--- src/rtl/rv32_pkg.sv ---
// Shared RV32 definitions for the fetch front-end: opcodes, immediate
// extraction and the fetch FSM state type.
package rv32_pkg;

    localparam logic [6:0] RV32_OPCODE_JAL    = 7'b1101111;
    localparam logic [6:0] RV32_OPCODE_BRANCH = 7'b1100011;

    typedef enum logic [1:0] {
        FETCH = 2'd0,
        DRAIN = 2'd1,
        HOLD  = 2'd2
    } fetch_state_t;

    // J-type immediate: {imm[20], imm[10:1], imm[11], imm[19:12]} in instr[31:12]
    function automatic logic [31:0] imm_j(input logic [31:0] instr);
        return {{12{instr[31]}}, instr[19:12], instr[20], instr[30:21], 1'b0};
    endfunction

    // B-type immediate: imm[12|10:5] in instr[31:25], imm[4:1|11] in instr[11:7]
    function automatic logic [31:0] imm_b(input logic [31:0] instr);
        return {{20{instr[31]}}, instr[7], instr[30:25], instr[11:8], 1'b0};
    endfunction

endpackage

--- src/rtl/rv32_branch_predictor.sv ---
// Static predictor: JAL and backward conditional branches are taken,
// everything else (including JALR) falls through to pc+4.
module rv32_branch_predictor
    import rv32_pkg::*;
(
    input  logic [31:0] pc,
    input  logic [31:0] instr,
    output logic        taken,
    output logic [31:0] next_pc
);

    // Decode the opcode and pick the predicted target; adds wrap modulo 2^32.
    always_comb begin
        taken   = 1'b0;
        next_pc = pc + 32'd4;
        if (instr[6:0] == RV32_OPCODE_JAL) begin
            taken   = 1'b1;
            next_pc = pc + imm_j(instr);
        end else if (instr[6:0] == RV32_OPCODE_BRANCH && instr[31]) begin
            taken   = 1'b1;
            next_pc = pc + imm_b(instr);
        end
    end

endmodule

--- src/rtl/rv32_fetch.sv ---
// Instruction fetch stage: owns the PC, drives the instruction bus and
// presents registered {pc, instr, prediction} to decode.
//
// state | meaning
// FETCH | read to pc outstanding; deliver word when bus and decode allow
// DRAIN | read to a stale (pre-redirect) address outstanding; discard word
// HOLD  | word captured while decode stalled; no read until it is delivered
module rv32_fetch
    import rv32_pkg::*;
#(
    parameter logic [31:0] RESET_VECTOR = 32'h0000_0000
) (
    input  logic        clk,
    input  logic        reset,
    input  logic        stall_in,
    input  logic        redirect_in,
    input  logic [31:0] redirect_pc_in,
    output logic [31:0] instr_address_out,
    output logic        instr_read_out,
    input  logic        instr_ready_in,
    input  logic [31:0] instr_read_value_in,
    output logic        valid_out,
    output logic        branch_predicted_taken_out,
    output logic [31:0] pc_out,
    output logic [31:0] instr_out,
    output logic [31:0] next_pc_out
);

    fetch_state_t state;
    logic [31:0]  pc;
    logic [31:0]  drain_pc;
    logic [31:0]  hold_pc;
    logic [31:0]  hold_instr;
    logic         hold_taken;
    logic [31:0]  hold_next_pc;

    logic         pred_taken;
    logic [31:0]  pred_next_pc;

    rv32_branch_predictor u_predictor (
        .pc      (pc),
        .instr   (instr_read_value_in),
        .taken   (pred_taken),
        .next_pc (pred_next_pc)
    );

    // The stale address must stay on the bus until the abandoned read completes.
    assign instr_address_out = (state == DRAIN) ? drain_pc : pc;
    assign instr_read_out    = (state != HOLD);

    // Fetch FSM: redirect beats everything but reset; leaving HOLD on a
    // redirect is what invalidates the hold registers.
    always_ff @(posedge clk) begin
        if (reset) begin
            state                      <= FETCH;
            pc                         <= RESET_VECTOR;
            drain_pc                   <= '0;
            hold_pc                    <= '0;
            hold_instr                 <= '0;
            hold_taken                 <= 1'b0;
            hold_next_pc               <= '0;
            valid_out                  <= 1'b0;
            branch_predicted_taken_out <= 1'b0;
            pc_out                     <= '0;
            instr_out                  <= '0;
            next_pc_out                <= '0;
        end else if (redirect_in) begin
            pc <= redirect_pc_in;
            if (!stall_in) begin
                valid_out <= 1'b0;
            end
            case (state)
                FETCH: begin
                    if (!instr_ready_in) begin
                        drain_pc <= pc;
                        state    <= DRAIN;
                    end
                end
                DRAIN:   state <= DRAIN;
                HOLD:    state <= FETCH;
                default: state <= FETCH;
            endcase
        end else begin
            case (state)
                FETCH: begin
                    if (instr_ready_in) begin
                        if (!stall_in) begin
                            valid_out                  <= 1'b1;
                            pc_out                     <= pc;
                            instr_out                  <= instr_read_value_in;
                            branch_predicted_taken_out <= pred_taken;
                            next_pc_out                <= pred_next_pc;
                            pc                         <= pred_next_pc;
                        end else begin
                            hold_pc      <= pc;
                            hold_instr   <= instr_read_value_in;
                            hold_taken   <= pred_taken;
                            hold_next_pc <= pred_next_pc;
                            state        <= HOLD;
                        end
                    end else if (!stall_in) begin
                        valid_out <= 1'b0;
                    end
                end
                HOLD: begin
                    if (!stall_in) begin
                        valid_out                  <= 1'b1;
                        pc_out                     <= hold_pc;
                        instr_out                  <= hold_instr;
                        branch_predicted_taken_out <= hold_taken;
                        next_pc_out                <= hold_next_pc;
                        pc                         <= hold_next_pc;
                        state                      <= FETCH;
                    end
                end
                DRAIN: begin
                    if (!stall_in) begin
                        valid_out <= 1'b0;
                    end
                    if (instr_ready_in) begin
                        state <= FETCH;
                    end
                end
                default: state <= FETCH;
            endcase
        end
    end

endmodule

--- config.mk ---
export PLATFORM = sky130hd
export DESIGN_NAME = rv32_fetch
export DESIGN_NICKNAME = d
export VERILOG_FILES = /design/src/rtl/rv32_pkg.sv /design/src/rtl/rv32_branch_predictor.sv /design/src/rtl/rv32_fetch.sv
export SDC_FILE = /design/constraint.sdc
export NUM_CORES = 1
export LEC_CHECK = 0
export ABC_AREA = 1
export ABC_CLOCK_PERIOD_IN_PS = 2680
export BUFFER_PORTS_ARGS = -buffer_cell sky130_fd_sc_hd__clkbuf_2
export CAP_MARGIN = 0
export CELL_PAD_IN_SITES_DETAIL_PLACEMENT = 0
export CELL_PAD_IN_SITES_GLOBAL_PLACEMENT = 1
export CORE_MARGIN = 3
export CORE_UTILIZATION = 41
export CTS_BUF_LIST = sky130_fd_sc_hd__clkbuf_16
export CTS_CLUSTER_SIZE = 40
export DETAILED_ROUTE_END_ITERATION = 10
export PLACE_DENSITY_LB_ADDON = 0.05
export SLEW_MARGIN = 20
export SYNTH_ARGS = -nofsm -noshare
export SYNTH_HDL_FRONTEND = slang
export SYNTH_SLANG_ARGS = --single-unit
--- constraint.sdc ---
create_clock -name clk -period 2.68 [get_ports clk]
set_input_delay 0.268 -clock clk [delete_from_list [all_inputs] [get_ports clk]]
set_output_delay 0.268 -clock clk [all_outputs]
set_load 0.02 [all_outputs]
==> impl_results.md, run 1 <==
- Status: finished clean
- Crit-path max FO: 3
- Post-Route Utilization: 53.5%
- Skew final: 0.0150 ns
- CTS H-tree lvls: 1
- Commonest cells post-synth: nand2_1 (650), o21ai_0 (287), dfxtp_1 (259)
- Final TNS setup: 0 ns
- Core Rows: 70
- Final hold viol count: 0
- Worst-path clk slew: 0.06 ns
- HPWL Detailed: 46700 um
- Sequential share of power: 33.5%
- Wire per inst: 18.6 um
- Worst EP required: 3.16 ns
- Router iterations before antenna repair: 6
- Congestion Overflow GR: 0
- Post-synthesis register bit count: 259
- Switching share of power: 39.7%
- Cell Int Power: 8.50 mW
- Cell mode on critical path: nand2_1
- CTS buffer count: 30
- I/O pin count: 200
- CTS tree: done
- CP Cell Sequence: ha_4, inv_1, fa_2, inv_1, nand2_1, o21ai_4, nand2_2, nand2_2, buf_6, a21oi_1, xnor2_1, nand2_1, nand3_1, nand2_1, nand2_1, nand2_2, a21oi_4
- HP Class: primary input to flip-flop
- Drt total wl: 61500 um
- Netlist cell types: between 40 and 50
- Sink Count: roughly 260
- Syn_area_per_cell: 6.31 sq um
- Final Slew Violations: 0
- P_sw: around 5.6 mW
- Final Cycle Share: 96.7%
- Initial core utilization: 41.8%
- First-pass GRT wire length: 93000 um
- Routability cong.: 0.916
- Largest net degree at the start of global routing: 152
- RSZ-0062 raised after global routing: yes
- Clock share of power: 27.7%
- Share of layout cells above drive strength 1: 21.0%
- Post-DR vias/cell: 5.27
- Worst path buffer plus inverter count: 3
- Dominant synthesized flop cell: dfxtp_1
- Final setup viols: 0
- Total GRT Usage: around 30%
- Top layer in use: met4
- Worst skew pair latency: 0.58 ns
- Ys async rst share: 0%
- Wire length on met3: 3500 um
- Area Growth Syn to Fin: 27.9%
- Area occupied by registers: 5210 sq um
- CP delay by family, top: simple AND/OR/NAND/NOR gates
- Cell taking the most area after synthesis: dfxtp_1
- Detail Route Antenna Nets: 0
- Final worst path period need: 2.59 ns
- Count leader, synth: nand2_1
- Routed met1 length: 27200 um
- Drc violations: 0
- PD cells: 714 nW/um^2
- Sequential-to-total area share from yosys stat: 33.6%
- Cell Area, Synth: 15400 sq um
- Die outline height: 200 um
- # port buffers: 199
- Slew HR: 52.3%
- Leakage Power: 9.51 nW
- Core area: around 37000 sq um
- Root Driver: clkbuf_16
- DIE WIDTH: between 150 and 200 um
- DRT iter0 DRCs: 1349
- Ant. Diodes: 0
- Via count: 17395
- Top post-synthesis cells by area: dfxtp_1 (34%), nand2_1 (16%), o21ai_0 (9.3%)
- Die footprint: 40000 sq um
- Vias in the first global route: between 15000 and 20000
- Footprint of the multi-input gates: 9110 sq um
- WP data arrival: 3.08 ns
- Initial antenna violation count: 0
- Crit-path slowest cell: dfxtp_4
- NumNets Final: 2892
- Maxcap violations: 0
- Mapped Cells: ~2400
- Area share of the largest cell type after synthesis: 33.6%
- Mapped Nets: 2564
- Number of synthesized flops with an enable pin: 0
- Metal2 WL: ~29000 um
- Max incr delay on CP: between 0.3 and 0.4 ns
- CTS Buffer Depth: 3
- Slew @ Worst Pin: 0.716 ns
- Combinational power share: 38.8%
- Critical Path End Type: flip-flop
- Fmax achieved: 386 MHz
- Fill cells: 3813
- Setup crit start kind: flip-flop
- Synth warn: 0
- Worst vdd ir: 0.516 mV
- WS Path Type: flip-flop to flip-flop
[layout by cell type (no fill, tap or decap), types with 9 or more instances in the layout]
cell type	n
xor2_1	20
buf_4	201
or2_2	14
clkbuf_2	198
ha_1	39
nor2_4	9
buf_12	12
dfxtp_2	9
nor3_1	20
o21ai_1	26
inv_1	243
nand4_1	13
nor2_1	215
nand2_2	30
inv_2	12
a31oi_1	66
dfxtp_1	247
a21oi_1	195
nand3_1	144
o211ai_1	29
dlygate4sd3_1	15
nand2_1	624
clkbuf_16	31
o21ai_0	280
a21oi_2	9
[per-layer routing]
| metal | GRT usage, % | vias up |
|---|---|---|
| met5 | 0 | - |
| met1 | 40.5 | 8069 |
| met2 | 50.6 | 539 |
| met4 | 8.22 | 0 |
| met3 | 3.09 | 84 |
| li1 | - | 8703 |
[tightest hold or removal path: cells and delay by family]
kind / cells / cell delay (ns)
buf+inv: 1 / 0.14
simple gates: 2 / 0.14
[worst paths after layout]
check                                  start                           to  slack [ns]  depth (start not counted)
hold / removal       instr_read_value_in[24]  hold_instr[24]$_SDFFE_PP0P_        0.02                          3
setup / recovery          pc[1]$_SDFFE_PP0P_          pc[17]$_SDFFE_PP0P_        0.09                         17
hold reg to reg   hold_instr[1]$_SDFFE_PP0P_    instr_out[1]$_SDFFE_PP0P_        0.47                          2
setup reg to reg          pc[1]$_SDFFE_PP0P_          pc[17]$_SDFFE_PP0P_        0.09                         17
[power by group through the flow]
stage | registers [mW] | logic [mW] | clock network (mW)
after CTS | 4.70 | 5.31 | 3.98
after detailed placement | 4.78 | 5.26 | 0
after global routing | 4.76 | 6.02 | 4.15
after global placement | 4.77 | 5.23 | 0
final | 4.72 | 5.47 | 3.91
after floorplan | 4.99 | 2.71 | 0
[registers in the layout (all words and copies together) (netlist names), named ones only]
name,count
hold_pc,32
branch_predicted_taken_out,1
state,2
instr_out,32
drain_pc,32
hold_taken,1
hold_instr,32
hold_next_pc,31
pc_out,32
next_pc_out,31
pc,32
[cell type report]
type                       count  area share [%]
multi-input combinational   1804            46.2
sequential                   259            26.4
timing repair buffer         427            14.7
inverter                     252            4.81
clock buffer                  31            3.93
tap                          504            3.20
clock inverter                24           0.780
[metrics by stage]
stage | hold WS (ns) | power (mW) | setup WS (ns) | cell area (sq um) | cells
finish | 0.0176 | 14.1 | 0.0880 | 19700 | 3301
global route | 0.0213 | 14.9 | -0.0461 | 19700 | 3301
CTS | 0.00148 | 14.0 | -0.0367 | 19400 | 3297
detailed placement | 0.457 | 10.0 | -0.281 | 18300 | 3227
global placement | 0.455 | 10.0 | -0.270 | 18300 | 3227
floorplan | 0.403 | 7.70 | 0.440 | 15400 | 2446
[timing repair]
item / CTS / global route
setup buffers: 0 / 4
endpoints found under the hold margin: 24 / 0
resized for setup: 9 / 87
pin swaps: 0 / 9
hold buffers: 15 / 0
endpoints found under the setup margin: 25 / 62
[kinds of logic (layout without fill, tap and decap cells)]
kind of cell             after synthesis  count (layout)  share of synthesized area [%]
AO/OA/AOI/OAI                        630             630                           21.9
XOR/XNOR                              24              24                           1.36
adder cells (fa/ha/maj)               49              49                           4.07
buffers and inverters                383             734                           9.52
flip-flops                           259             259                           33.6
AND/OR/NAND/NOR                     1101            1101                           29.6
Note: power is estimated with default switching activity, not from simulation.
==> run 2: changes to the inputs <==
--- a/config.mk
+++ b/config.mk
@@ -20,4 +20,6 @@
 export SLEW_MARGIN = 20
 export SYNTH_ARGS = -nofsm -noshare
 export SYNTH_HDL_FRONTEND = slang
+export SYNTH_HIERARCHICAL = 1
 export SYNTH_SLANG_ARGS = --single-unit
+export TNS_END_PERCENT = 5
==> run 2 against run 1 <==
Against the previous run: die area is 4.3% higher; count of clock-buffer cells in the layout is 2 lower; sequential power is 5.5% lower; clock power is 3% lower; global-route usage is 0.34 points lower; combinational power is 11% lower; synthesized cell count is 6.8% higher; final area is 5.1% higher.
==> impl_results.md, run 2 <==
- CTS H-tree lvls: 1 (unchanged)
- PD cells: 634 nW/um^2 (was 714 nW/um^2)
- Sink Count: 261 (was 259)
- Final hold viol count: 0 (unchanged)
- Drt total wl: 64000 um (was 61500 um)
- WP data arrival: 3.01 ns (was 3.08 ns)
- Slew @ Worst Pin: 0.928 ns (was 0.716 ns)
- Drc violations: 0 (unchanged)
- Worst vdd ir: 0.489 mV (was 0.516 mV)
- Final Worst Setup Slack: 0.0927 ns (was 0.0880 ns)
- Top post-synthesis cells by area: dfxtp_1 (32%), nand2_1 (16%), o21ai_0 (9.5%) (was dfxtp_1 (34%), nand2_1 (16%), o21ai_0 (9.3%))
- Fmax achieved: 387 MHz (was 386 MHz)
- First-pass GRT wire length: 96000 um (was 93000 um)
- Total GRT Usage: 29.5% (was 29.8%)
- Router iterations before antenna repair: 5 (was 6)
- CTS tree: done (unchanged)
- Syn_area_per_cell: 6.16 sq um (was 6.31 sq um)
- NumNets Final: 3066 (was 2892)
- I/O pin count: 200 (unchanged)
- RSZ-0062 raised after global routing: yes (unchanged)
- Root Driver: clkbuf_16 (unchanged)
- Clock share of power: 29.0% (was 27.7%)
- Final Cycle Share: 96.5% (was 96.7%)
- Cell taking the most area after synthesis: dfxtp_1 (unchanged)
- Vias in the first global route: 16740 (was 16038)
- Hold path depth: 3 (unchanged)
- Reg2reg end: next_pc_out[17]$_SDFFE_PP0P_ (was pc[17]$_SDFFE_PP0P_)
- Initial core utilization: 42.1% (was 41.8%)
- Sequential share of power: 33.9% (was 33.5%)
- Status: finished clean (unchanged)
- Maxcap violations: 0 (unchanged)
- Synth warn: 6 (was 0)
- Dominant synthesized flop cell: dfxtp_1 (unchanged)
- Crit-path max FO: 3 (unchanged)
- Commonest cells post-synth: nand2_1 (681), nor2_1 (384), o21ai_0 (305) (was nand2_1 (650), o21ai_0 (287), dfxtp_1 (259))
- # port buffers: 199 (unchanged)
- Worst-path clk slew: 0.06 ns (about the same)
- P_sw: 5.00 mW (was 5.60 mW)
- Count leader, synth: nand2_1 (unchanged)
- Post-DR vias/cell: 5.21 (was 5.27)
- Largest net degree at the start of global routing: 104 (was 152)
- Post-synthesis register bit count: 261 (was 259)
- Share of layout cells above drive strength 1: 22.2% (was 21.0%)
- Hold EP: hold_instr[16]$_SDFFE_PP0P_ (was hold_instr[24]$_SDFFE_PP0P_)
- Die footprint: 41700 sq um (was 40000 sq um)
- Skew final: 0.0198 ns (was 0.0150 ns)
- Mapped Cells: 2613 (was 2446)
- Routability cong.: 1.01 (was 0.916)
- Worst skew pair latency: 0.57 ns (was 0.58 ns)
- Initial antenna violation count: 0 (unchanged)
- Wire per inst: 18.4 um (was 18.6 um)
- Die outline height: 204 um (was 200 um)
- Area share of the largest cell type after synthesis: 32.5% (was 33.6%)
- Setup crit start kind: flip-flop (unchanged)
- Leakage Power: 9.64 nW (was 9.51 nW)
- WS Path Type: flip-flop to flip-flop (unchanged)
- Mapped Nets: 2733 (was 2564)
- Congestion Overflow GR: 0 (unchanged)
- Core Rows: 71 (was 70)
- Slew HR: 37.5% (was 52.3%)
- Fill cells: 3900 (was 3813)
- Worst EP required: 3.11 ns (was 3.16 ns)
- CTS buffer count: 29 (was 30)
- Detail Route Antenna Nets: 0 (unchanged)
- R2r worst-path depth: 17 (unchanged)
- Sequential-to-total area share from yosys stat: 32.5% (was 33.6%)
- HPWL Detailed: 48800 um (was 46700 um)
- Via count: 18119 (was 17395)
- Final Slew Violations: 0 (unchanged)
- Number of synthesized flops with an enable pin: 0 (unchanged)
- DRT iter0 DRCs: 1293 (was 1349)
- Final worst path period need: 2.59 ns (about the same)
- R2r setup slk: 0.09 ns (about the same)
- Cell Area, Synth: 16100 sq um (was 15400 sq um)
- Most frequent cells in the layout: nand2_1 (648), nor2_1 (371), o21ai_0 (277) (was nand2_1 (624), o21ai_0 (280), dfxtp_1 (247))
- Area Growth Syn to Fin: 28.8% (was 27.9%)
- Worst hold start: instr_read_value_in[16] (was instr_read_value_in[24])
- Critical R2R Launch: pc[1]$_SDFFE_PP0P_ (unchanged)
- DIE WIDTH: 204 um (was 200 um)
- Netlist cell types: 47 (was 46)
- Core area: 38200 sq um (was 36900 sq um)
- Dpl ws: -0.295 ns (was -0.281 ns)
- Final setup viols: 0 (unchanged)
- Most common cell after layout, fill and taps aside: nand2_1 (unchanged)
- Ys async rst share: 0% (unchanged)
- HP Class: primary input to flip-flop (unchanged)
- Critical Path End Type: flip-flop (unchanged)
- CTS Buffer Depth: 3 (unchanged)
- Combinational power share: 37.1% (was 38.8%)
- Ant. Diodes: 0 (unchanged)
- Total Power: 13.1 mW (was 14.1 mW)
- Switching share of power: 38.0% (was 39.7%)
- Cell Int Power: 8.15 mW (was 8.50 mW)
## run 2: changes by cell type in the layout (fill, tap and decap cells not counted), moves of 15 or more
cell | previous run | this run
nor2_1 | 215 | 371
a31oi_1 | 66 | 0
o21ai_1 | 26 | 74
o211ai_1 | 29 | 2
nand3_1 | 144 | 119
nand2_1 | 624 | 648
a21oi_2 | 9 | 25
o21ai_2 | 2 | 17
## run 2: worst max-delay path by stage
stage / to / slack [ns] / cells past startpoint / startpoint
after floorplan: next_pc_out[19]$_SDFFE_PP0P_ / 0.23 / 16 / pc[2]$_SDFFE_PP0P_
after global placement: next_pc_out[15]$_SDFFE_PP0P_ / -0.30 / 16 / pc[2]$_SDFFE_PP0P_
after detailed placement: next_pc_out[19]$_SDFFE_PP0P_ / -0.30 / 19 / instr_read_value_in[21]
after CTS: pc[21]$_SDFFE_PP0P_ / -0.03 / 20 / pc[1]$_SDFFE_PP0P_
after global routing: next_pc_out[17]$_SDFFE_PP0P_ / -0.09 / 16 / pc[15]$_SDFFE_PP0P_
final: next_pc_out[17]$_SDFFE_PP0P_ / 0.09 / 17 / pc[1]$_SDFFE_PP0P_
## run 2: metrics by stage
step / std cells / TNS [ns] / utilization [%] / instance area, sq um / hold slack [ns]
after floorplan: 2613 / 0 / - / 16100 / 0.403
after global placement: 3395 / -3.42 / 49.3 / 18800 / 0.434
after detailed placement: 3395 / -4.11 / 49.3 / 18800 / 0.441
after CTS: 3467 / -0.102 / 52.4 / 20000 / 0.000499
after global routing: 3478 / -0.706 / 54.3 / 20700 / 0.0318
final: 3478 / 0 / 54.3 / 20700 / 0.0202
## run 2: critical path, cell delays in order, from the launching register on
cell      delay, ns
dfxtp_4        0.37
buf_6          0.10
ha_4           0.14
inv_1          0.06
fa_2           0.41
nor2_4         0.13
nor2_4         0.06
o21ai_4        0.18
nand3_1        0.12
nand3_1        0.10
nand2_1        0.05
o21bai_1       0.13
nand2_1        0.09
o21ai_1        0.15
buf_4          0.15
nor2_1         0.04
a21oi_1        0.12
nor2_1         0.05
## run 2: power by group through the flow
stage	Combinational, mW	Clock (mW)	Sequential, mW
4_1_cts	4.53	3.90	4.44
3_5_place_dp	4.43	0	4.52
2_1_floorplan	2.41	0	4.64
3_3_place_gp	4.41	0	4.51
6_report	4.87	3.81	4.46
5_1_grt	5.32	4.03	4.49
## run 2: area by class of cell
type | count | area (sq um) | area share [%]
Timing Repair Buffer | 439 | 3050 | 14.7
Sequential cell | 261 | 5260 | 25.3
Inverter | 256 | 968 | 4.67
Multi-Input combinational cell | 1959 | 9940 | 47.9
Clock inverter | 23 | 156 | 0.754
Clock buffer | 29 | 726 | 3.50
Tap cell | 511 | 639 | 3.08
## run 2: cells by family (layout without fill, tap and decap cells)
family | count (synthesis) | after routing | share of synthesized area, %
AO/OA/AOI/OAI | 615 | 615 | 19.6
multiplexers | 1 | 1 | 0.0622
buffers and inverters | 393 | 747 | 10.4
flip-flops | 261 | 261 | 32.5
adder cells (fa/ha/maj) | 51 | 51 | 4.06
XOR/XNOR | 22 | 22 | 1.20
AND/OR/NAND/NOR | 1270 | 1270 | 32.3
## run 2: per-layer routing
| metal | global-route usage, % | up-vias | share of wire (%) |
|---|---|---|---|
| met3 | 3.98 | 107 | 5.3 |
| met4 | 9.76 | 0 | 3.9 |
| met2 | 48.6 | 513 | 46 |
| met1 | 39.8 | 8417 | 45 |
| met5 | 0 | - | 0 |
| li1 | - | 9082 | - |
## run 2: timing repair
action                                 in CTS  in global routing
pin swaps                                  11                 32
setup endpoints to repair                  39                 63
setup buffers                               2                 11
hold buffers                               18                  0
endpoints found under the hold margin      18                  0
resized for setup                          38                168
==> run 3: changes to the inputs <==
--- a/config.mk
+++ b/config.mk
@@ -5,14 +5,13 @@
 export SDC_FILE = /design/constraint.sdc
 export NUM_CORES = 1
 export LEC_CHECK = 0
-export ABC_AREA = 1
 export ABC_CLOCK_PERIOD_IN_PS = 2680
 export BUFFER_PORTS_ARGS = -buffer_cell sky130_fd_sc_hd__clkbuf_2
 export CAP_MARGIN = 0
 export CELL_PAD_IN_SITES_DETAIL_PLACEMENT = 0
 export CELL_PAD_IN_SITES_GLOBAL_PLACEMENT = 1
 export CORE_MARGIN = 3
-export CORE_UTILIZATION = 41
+export CORE_UTILIZATION = 44
 export CTS_BUF_LIST = sky130_fd_sc_hd__clkbuf_16
 export CTS_CLUSTER_SIZE = 40
 export DETAILED_ROUTE_END_ITERATION = 10
==> run 3 against run 2 <==
Against the previous run: the run now ends with negative setup slack left; core utilization up 5.5 points; combinational power down 27%; area after synthesis down 3.5%; routed wire length down 8.0%; critical endpoint is now pc[23]$_SDFFE_PP0P_.
==> impl_results.md, run 3 <==
- Core area: 34700 sq um (was 38200 sq um)
- Total Power: 11.7 mW (was 13.1 mW)
- Vias in the first global route: 14982 (was 16740)
- Cell taking the most area after synthesis: dfxtp_1 (unchanged)
- NumNets Final: 2395 (was 3066)
- Post-synthesis register bit count: 261 (unchanged)
- Synth Area in XOR/XNOR: 2.65% (was 1.20%)
- Final std cells w/o fill: 2746 (was 3478)
- HPWL Detailed: 41100 um (was 48800 um)
- Netlist cell types: 89 (was 47)
- Post-synthesis adder-cell area fraction: 4.20% (was 4.06%)
- Ys async rst share: 0% (unchanged)
- Synth Area in Simple Gates: 18.2% (was 32.3%)
- Grt met1 use: 45.6% (was 39.8%)
- Crit-path slowest cell: dfxtp_4 (was fa_2)
- Skew final: 0.0130 ns (was 0.0198 ns)
- Setup crit start kind: flip-flop (unchanged)
- Final TNS setup: -13.29 ns (was 0 ns)
- Drc violations: 0 (unchanged)
- Most common cell after layout, fill and taps aside: nand2_1 (unchanged)
- Syn_area_per_cell: 8.18 sq um (was 6.16 sq um)
- CTS Buffer Depth: 3 (unchanged)
- Most frequent cells in the layout: nand2_1 (349), buf_4 (273), dfxtp_1 (248) (was nand2_1 (648), nor2_1 (371), o21ai_0 (277))
- Count leader, synth: nand2_1 (unchanged)
- Fmax achieved: 316 MHz (was 387 MHz)
- Worst vdd ir: 0.496 mV (was 0.489 mV)
- Final worst path period need: 3.17 ns (was 2.59 ns)
- Post-synthesis mux area share: 11.2% (was 0.0622%)
- Dpl ws: -0.702 ns (was -0.295 ns)
- Maxcap violations: 0 (unchanged)
- M2 GR Usage: 43.8% (was 48.6%)
- Final hold viol count: 0 (unchanged)
- Grt met3 use: 4.71% (was 3.98%)
- Largest family of logic cells by synthesized area: compound AO/OA/AOI/OAI gates (was simple AND/OR/NAND/NOR gates)
- Placed cells: 2676 (was 3395)
- Leakage Power: 8.24 nW (was 9.64 nW)
- # port buffers: 199 (unchanged)
- Final Cycle Share: 118% (was 96.5%)
- Routability cong.: 0.952 (was 1.01)
- Crit-path max FO: 6 (was 3)
- WS Path Type: flip-flop to flip-flop (unchanged)
- DIE WIDTH: 194 um (was 204 um)
- Congestion Overflow GR: 0 (unchanged)
- Status: complete, but fails checks (was finished clean)
- DRT iter0 DRCs: 1311 (was 1293)
- Max incr delay on CP: 0.39 ns (was 0.41 ns)
- Router iterations before antenna repair: 5 (unchanged)
- Commonest cells post-synth: nand2_1 (350), dfxtp_1 (261), a21oi_1 (189) (was nand2_1 (681), nor2_1 (384), o21ai_0 (305))
- Share of layout cells above drive strength 1: 33.6% (was 22.2%)
- CTS tree: done (unchanged)
- Initial core utilization: 44.8% (was 42.1%)
- PD cells: 565 nW/um^2 (was 634 nW/um^2)
- Worst hold start: instr_read_value_in[9] (was instr_read_value_in[16])
- Failing checks: negative setup slack
- Detail Route Antenna Nets: 0 (unchanged)
- Post-Route Utilization: 59.7% (was 54.3%)
- I/O pin count: 200 (unchanged)
- Synth warn: 6 (unchanged)
- CTS buffer count: 30 (was 29)
- Largest net degree at the start of global routing: 123 (was 104)
- Total GRT Usage: 29.6% (was 29.5%)
- Final setup viols: 55 (was 0)
- Top post-synthesis cells by area: dfxtp_1 (34%), nand2_1 (8.5%), mux2i_1 (6.4%) (was dfxtp_1 (32%), nand2_1 (16%), o21ai_0 (9.5%))
- Worst skew pair latency: 0.57 ns (about the same)
- First-pass GRT wire length: 89900 um (was 96000 um)
- Die footprint: 37600 sq um (was 41700 sq um)
- Wire per inst: 21.4 um (was 18.4 um)
- Mapped Cells: 1900 (was 2613)
- Core Rows: 68 (was 71)
- Slew @ Worst Pin: 1.10 ns (was 0.928 ns)
- Sequential-to-total area share from yosys stat: 33.6% (was 32.5%)
- Number of synthesized flops with an enable pin: 0 (unchanged)
- Drt total wl: 58900 um (was 64000 um)
- Share of the synthesized area in compound gates (AO/OA/AOI/OAI): 24.1% (was 19.6%)
- Worst EP required: 3.13 ns (was 3.11 ns)
- Critical R2R Launch: pc[1]$_SDFFE_PP0P_ (unchanged)
- Root Driver: clkbuf_16 (unchanged)
- CP Cell Sequence: ha_4, inv_2, fa_2, nor2b_2, o31a_1, o211ai_2, a21oi_4, o311ai_4, buf_6, o221ai_4, buf_4, nand3_2, a32o_2, mux2_4, o211ai_1, mux2i_1 (was buf_6, ha_4, inv_1, fa_2, nor2_4, nor2_4, o21ai_4, nand3_1, nand3_1, nand2_1, o21bai_1, nand2_1, o21ai_1, buf_4, nor2_1, a21oi_1, nor2_1)
- Area Growth Syn to Fin: 33.4% (was 28.8%)
- Cell Area, Synth: 15500 sq um (was 16100 sq um)
- Worst-path clk slew: 0.06 ns (about the same)
- Sink Count: 261 (unchanged)
- WP data arrival: 3.61 ns (was 3.01 ns)
- GR peak layer: met1 (was met2)
- Dominant synthesized flop cell: dfxtp_1 (unchanged)
- Slew HR: 26.6% (was 37.5%)
- Fill cells: 3221 (was 3900)
- CTS H-tree lvls: 1 (unchanged)
- Final Worst Setup Slack: -0.486 ns (was 0.0927 ns)
- RSZ-0062 raised after global routing: yes (unchanged)
- Ant. Diodes: 0 (unchanged)
- CP Launch Point: pc[1]$_SDFFE_PP0P_ (unchanged)
- Mapped Nets: 2020 (was 2733)
- Post-DR vias/cell: 5.87 (was 5.21)
- HP Class: primary input to flip-flop (unchanged)
- Area share of the largest cell type after synthesis: 33.6% (was 32.5%)
- Initial antenna violation count: 0 (unchanged)
- Final Slew Violations: 0 (unchanged)
- Die outline height: 194 um (was 204 um)
- Via count: 16117 (was 18119)
- Critical Path End Type: flip-flop (unchanged)
## run 3: cell count changes in the layout (fill, tap and decap cells not counted), sizes merged, moves of 32 or more
cell,previous run,this run
a211oi,0,70
a31oi,0,106
buf,223,298
inv,265,26
mux2,0,65
mux2i,1,100
nand2,693,350
nand2b,0,35
nand3,133,29
nor2,397,52
nor4,3,35
o211ai,2,46
o21ai,371,50
## run 3: worst paths after layout
path	to	slack [ns]	cells after the start
max reg2reg	pc[23]$_SDFFE_PP0P_	-0.49	16
min	instr_out[9]$_SDFFE_PP0P_	0.09	3
max	pc[23]$_SDFFE_PP0P_	-0.49	16
min reg2reg	hold_next_pc[11]$_SDFFE_PP0P_	0.45	2
## run 3: where the power goes
part           switching (mW)  internal [mW]
Combinational            2.10           1.47
Clock                    1.67           2.20
Sequential              0.174           4.11
## run 3: worst max-delay path: cells and delay by family (launching register included)
kind | cells | cell delay (ns)
compound gates | 7 | 1.26
fa+ha+maj | 2 | 0.49
buf+inv | 3 | 0.33
flops | 1 | 0.39
mux | 2 | 0.39
simple gates | 2 | 0.18
## run 3: per-layer routing
metal  wire length, um  vias up
li1                  -     7686
met2             25400      596
met1             28500     7780
met5                 0        -
met4               990        0
met3              4100       55
## run 3: final cells by class
class / count / area [sq um] / share of cell area, %
well taps: 455 / 569 / 2.74
clock buffers: 30 / 751 / 3.62
flip-flops and latches: 261 / 5250 / 25.3
inverters: 19 / 71.3 / 0.344
multi-input cells: 1451 / 10300 / 49.8
clock inverters: 18 / 149 / 0.718
repair buffers: 512 / 3620 / 17.5
## run 3: cell families after synthesis
kind of cell / count (synthesis)
simple gates: 618
compound gates: 570
flops: 261
buf+inv: 188
mux: 165
fa+ha+maj: 51
xor+xnor: 47
## run 3: repair_timing
item / in CTS / in global routing
buffers inserted: 6 / 2
hold buffers: 16 / 0
gates resized for setup: 68 / 98
endpoints found under the hold margin: 16 / 0
pin swaps: 32 / 29
setup endpoints to repair: 71 / 77
## run 3: metrics by stage
stage | area [sq um] | hold slack (ns)
final | 20700 | 0.0868
after global routing | 20700 | 0.0947
after CTS | 20200 | 0.0561
after detailed placement | 18800 | 0.444
after global placement | 18800 | 0.438
after floorplan | 15700 | 0.404
